File: config.mk
export PLATFORM = sky130hd
export DESIGN_NAME = gpio_edge_irq
export DESIGN_NICKNAME = d
export VERILOG_FILES = /design/src/rtl/gpio_edge_irq_pkg.sv /design/src/rtl/gpio_edge_irq_debounce_bit.sv /design/src/rtl/gpio_edge_irq.sv
export SDC_FILE = /design/constraint.sdc
export NUM_CORES = 1
export LEC_CHECK = 0
export ABC_AREA = 1
export BUFFER_PORTS_ARGS = -buffer_cell sky130_fd_sc_hd__buf_2
export CORE_ASPECT_RATIO = 0.6
export CORE_MARGIN = 4
export CORE_UTILIZATION = 47
export DETAILED_ROUTE_END_ITERATION = 6
export MAX_ROUTING_LAYER = met4
export PLACE_DENSITY = 0.75
export REMOVE_ABC_BUFFERS = 1
export SLEW_MARGIN = 20
export SYNTH_ARGS = -nofsm -noshare
export SYNTH_HDL_FRONTEND = slang
export SYNTH_SLANG_ARGS = --single-unit
File: constraint.sdc
create_clock -name clk_i -period 1.02 [get_ports clk_i]
set_input_delay 0.204 -clock clk_i [delete_from_list [all_inputs] [get_ports clk_i]]
set_output_delay 0.204 -clock clk_i [all_outputs]
set_load 0.05 [all_outputs]
File: src/rtl/gpio_edge_irq_pkg.sv
// Shared defaults for the GPIO input path, also used by GPIO_core.
// Keeping them here gives both blocks the same reset-time configuration.
package gpio_edge_irq_pkg;

  localparam int DEFAULT_WIDTH_PORT      = 8;
  localparam int DEFAULT_DEBOUNCE_CYCLES = 4;
  localparam int DEFAULT_CNT_W           = 3;

endpackage

File: src/rtl/gpio_edge_irq_debounce_bit.sv
// One GPIO bit: 2-flop synchronizer, debounce counter and accepted level.
// upd_o strobes for one cycle when the next edge will load a new level.
module gpio_edge_irq_debounce_bit
  import gpio_edge_irq_pkg::*;
#(
  parameter int DEBOUNCE_CYCLES = DEFAULT_DEBOUNCE_CYCLES,
  parameter int CNT_W           = DEFAULT_CNT_W
) (
  input  logic clk_i,
  input  logic resetn_i,
  input  logic pin_i,
  output logic sample_o,
  output logic level_o,
  output logic upd_o
);

  localparam logic [CNT_W-1:0] CNT_LAST = CNT_W'(DEBOUNCE_CYCLES - 1);

  logic             sync1;
  logic             sync2;
  logic             level;
  logic [CNT_W-1:0] cnt;
  logic             mismatch;

  assign mismatch = (sync2 != level);
  assign upd_o    = mismatch && (cnt == CNT_LAST);
  assign sample_o = sync2;
  assign level_o  = level;

  // cnt counts consecutive mismatching synced samples; any agreement restarts it.
  always_ff @(posedge clk_i or negedge resetn_i) begin
    if (!resetn_i) begin
      sync1 <= 1'b0;
      sync2 <= 1'b0;
      level <= 1'b0;
      cnt   <= '0;
    end else begin
      sync1 <= pin_i;
      sync2 <= sync1;
      if (!mismatch) begin
        cnt <= '0;
      end else if (cnt == CNT_LAST) begin
        level <= sync2;
        cnt   <= '0;
      end else begin
        cnt <= cnt + CNT_W'(1);
      end
    end
  end

endmodule

File: src/rtl/gpio_edge_irq.sv
// Debounced GPIO input levels with per-bit edge qualification,
// sticky pending flags and one maskable, registered interrupt line.
module gpio_edge_irq
  import gpio_edge_irq_pkg::*;
#(
  parameter int WIDTH_PORT      = DEFAULT_WIDTH_PORT,
  parameter int DEBOUNCE_CYCLES = DEFAULT_DEBOUNCE_CYCLES,
  parameter int CNT_W           = DEFAULT_CNT_W
) (
  input  logic                  clk_i,
  input  logic                  resetn_i,
  input  logic [WIDTH_PORT-1:0] gpio_i,
  input  logic [WIDTH_PORT-1:0] rise_en_i,
  input  logic [WIDTH_PORT-1:0] fall_en_i,
  input  logic [WIDTH_PORT-1:0] mask_i,
  input  logic [WIDTH_PORT-1:0] clr_i,
  output logic [WIDTH_PORT-1:0] level_o,
  output logic [WIDTH_PORT-1:0] pending_o,
  output logic                  irq_o
);

  logic [WIDTH_PORT-1:0] sample;
  logic [WIDTH_PORT-1:0] upd;
  logic [WIDTH_PORT-1:0] rise;
  logic [WIDTH_PORT-1:0] fall;
  logic [WIDTH_PORT-1:0] pending;
  logic [WIDTH_PORT-1:0] pending_next;
  logic                  irq;

  for (genvar i = 0; i < WIDTH_PORT; i++) begin : g_bit
    gpio_edge_irq_debounce_bit #(
      .DEBOUNCE_CYCLES(DEBOUNCE_CYCLES),
      .CNT_W          (CNT_W)
    ) u_debounce (
      .clk_i   (clk_i),
      .resetn_i(resetn_i),
      .pin_i   (gpio_i[i]),
      .sample_o(sample[i]),
      .level_o (level_o[i]),
      .upd_o   (upd[i])
    );
  end

  // The new level equals the synced sample on the update cycle, so it gives the direction.
  assign rise = upd & sample & rise_en_i;
  assign fall = upd & ~sample & fall_en_i;

  // Sets are ORed in after the clear so a coincident event is never lost.
  assign pending_next = (pending & ~clr_i) | rise | fall;

  always_ff @(posedge clk_i or negedge resetn_i) begin
    if (!resetn_i) begin
      pending <= '0;
      irq     <= 1'b0;
    end else begin
      pending <= pending_next;
      irq     <= |(pending & mask_i);
    end
  end

  assign pending_o = pending;
  assign irq_o     = irq;

endmodule

==> run metrics <==
Clock power frac=0.231; wire per inst=12.2 um; Crit-path slowest cell=dfrtp_1; Netlist cell types=10; vias post-DR=1847; die area=0.00618 sq mm; critical path data arrival time=0.90 ns; ANT nets after route=0; run status=complete, but fails checks; P_leak=1.72 nW; max-slew violations=0; CTS root buffer=clkbuf_8; Critical Path Start Type=flop; GRT overflow=0; CTS tree=yes; Pint=0.00491 W; critical path depth in cells=1; Clock Sink Count=57; FF-to-FF End=g_bit[6].u_debounce.cnt[0]; Rows=19; Finish-stage setup viols=24; main combinational cell family by area after synthesis=simple AND/OR/NAND/NOR gates; critical path's top delay family=flip-flops; Slew Limit Headroom=0.802; Net Sw Power=0.00283 W; fraction of layout cells with a size suffix above 1=0.387; Final Hold Slack=0.105 ns; XOR/XNOR Fraction of Synth Area=0; count leader, synth=dfrtp_1; Pre-antenna DRT Iters=4; Synth area leaders=dfrtp_1, nor2_1, nand2_1, inv_1, nand3_1; WHS Path Cells=3; maximum clock frequency=0.905 GHz; worst skew pair latency=0.33 ns; H-tree Lvls=3; syn_area_per_cell=9.31 sq um; area occupied by multi-input gates=831 sq um; Slew @ Worst Pin=0.297 ns; Sw Ratio=0.366; Critical Path Sink=level_o[6]; pin count of the biggest net entering global routing=58; fin util=0.702; Routability Congestion=0.784; ys flop type=dfrtp_1; Synth Area in Compound Gates=0.0258; mux contribution to synthesized area=0; total global routing track utilization=0.175; Ys Warns=0; Mapped Cells=250; register area=0.00143 sq mm; Core Area=0.00468 sq mm; simple-gate share of the synthesized area=0.233; Synth Area in Adders=0.0430; Max rail drop VDD=1590 uV; initial antenna violation count=0; first-pass GRT wire length=8.24 mm; final hold viol count=0; slowest stage delay, CP=0.41 ns; worst reg2reg setup slack=-0.06 ns; sequential fraction of the synthesis area=0.613; WP data required=0.82 ns; Clock Path Buffers=2; Worst setup startpoint=g_bit[6].u_debounce.level_o; Seq cells post-synth=57; die height=62.5 um; Worst Clk Skew=0.00430 ns; final worst slack=-0.0852 ns; area grow syn2layout=41.1%; RSZ-0062 raised after global routing=true; IO Pins=59; Comb pwr share=0.379; n_diodes=0; Pwr Density=2360 mW/mm^2; clock transition at the registers of the reported paths=0.06 ns; register share of total power=0.390; worst-path maximum fanout=3; Initial DRC Count=29; Cell Count, Final, Fillers Out=404; Num CTS Buffers=9; placed insts=367; failing checks=negative setup slack; hold crit path type=in -> reg; vias in the first global route=1893; Post-Synthesis Cell Area=0.00233 sq mm; number of I/O port buffers=58; # fillers=376; Post-synth EDFFs=0; Final Cycle Share=1.08; WS Path Type=reg -> out; r2r startpoint=g_bit[6].u_debounce.cnt[0]; Post-DP HPWL=3.09 mm; Post-synth ARST share=1.00; cell taking the most area after synthesis=dfrtp_1; initial core utilization=0.497; top cells by count, synth=dfrtp_1, nor2_1, nand2_1; Final Critical Period=1.11 ns; drt total wl=4.95 mm; # DRC=0; Max-cap violations=0; FF-to-FF path depth=5; nature of the critical path endpoint=output port; via density per instance=4.57; CP Buf/Inv Count=1; die width=98.9 um; Layout Nets=388; Synth top area share=0.613; CP cell instances=buf_6
## routing by layer
metal | GRT usage | vias up | share of wire
met5 | - | - | 0
met4 | 0.0494 | 0 | 0.012
met3 | 0.0769 | 8 | 0.066
met2 | 0.277 | 48 | 0.49
met1 | 0.205 | 853 | 0.43
li1 | - | 938 | -
## worst min-delay path by stage
stage | startpoint | to
final | fall_en_i[5] | pending_o[5]
after global routing | fall_en_i[5] | pending_o[5]
after CTS | fall_en_i[5] | pending_o[5]
after detailed placement | resetn_i | g_bit[5].u_debounce.level_o
after global placement | resetn_i | g_bit[5].u_debounce.level_o
after floorplan | resetn_i | g_bit[0].u_debounce.cnt[0]
## power by group through the flow
stage | combinational, W | sequential, W | clock (W)
6_report | 0.00293 | 0.00302 | 0.00179
3_5_place_dp | 0.00216 | 0.00302 | 0
4_1_cts | 0.00269 | 0.00301 | 0.00184
2_1_floorplan | 0.000891 | 0.00368 | 0
5_1_grt | 0.00322 | 0.00308 | 0.00195
3_3_place_gp | 0.00211 | 0.00301 | 0
## flip-flops by register name, indices dropped and copies added, names as in the netlist
signal	cells
g_bit.u_debounce.sample_o	8
pending_o	8
irq_o	1
g_bit.u_debounce.level_o	8
g_bit.u_debounce.sync1	8
g_bit.u_debounce.cnt	24
## layout by cell type (no fill, tap or decap)
cell            n
buf_12          1
buf_2          41
buf_4          15
buf_6          19
clkbuf_8       11
clkinv_2        2
clkinvlp_4      1
dfrtp_1        57
dlygate4sd3_1   9
ha_2            8
inv_1          27
inv_2          10
nand2_1        38
nand3_1        19
nand3_2         7
nor2_1         42
nor2_2          7
nor2_4          8
o21ai_0         7
o21ai_1         3
o21ai_2         2
or2_1           7
## through the flow
step	setup TNS [ns]	setup WS [ns]	power (W)	cell area, sq um
global route	-2.70	-0.132	0.00826	3290
finish	-1.34	-0.0852	0.00774	3290
floorplan	-1.37	-0.0693	0.00457	2270
global placement	-0.114	-0.0415	0.00512	2680
CTS	-1.52	-0.0981	0.00754	3180
detailed placement	-0.409	-0.0885	0.00518	2680
## cell families (layout without fill, tap and decap cells)
group                      Yosys count  count (layout)
AOI/OAI and AO/OA                   12              12
adders and majority gates            8               8
and+or+nand+nor                    128             128
buffers and inverters               45             136
DFF                                 57              57
## final cells by class
| class | count | area share |
|---|---|---|
| clock inverter | 3 | 0.00533 |
| inverter | 37 | 0.0423 |
| multi-input combinational | 148 | 0.253 |
| sequential | 57 | 0.434 |
| tap | 63 | 0.0240 |
| clock buffer | 11 | 0.0461 |
| timing repair buffer | 85 | 0.195 |
## what timing repair did
item | in CTS | in global routing
gates resized for setup | 56 | 30
buffers inserted | 12 | 2
endpoints found under the hold margin | 65 | 0
hold buffers | 9 | 0
pin swaps | 8 | 18
setup endpoints to repair | 30 | 48
gates cloned | 0 | 0
(Power assumes the default switching activity.)
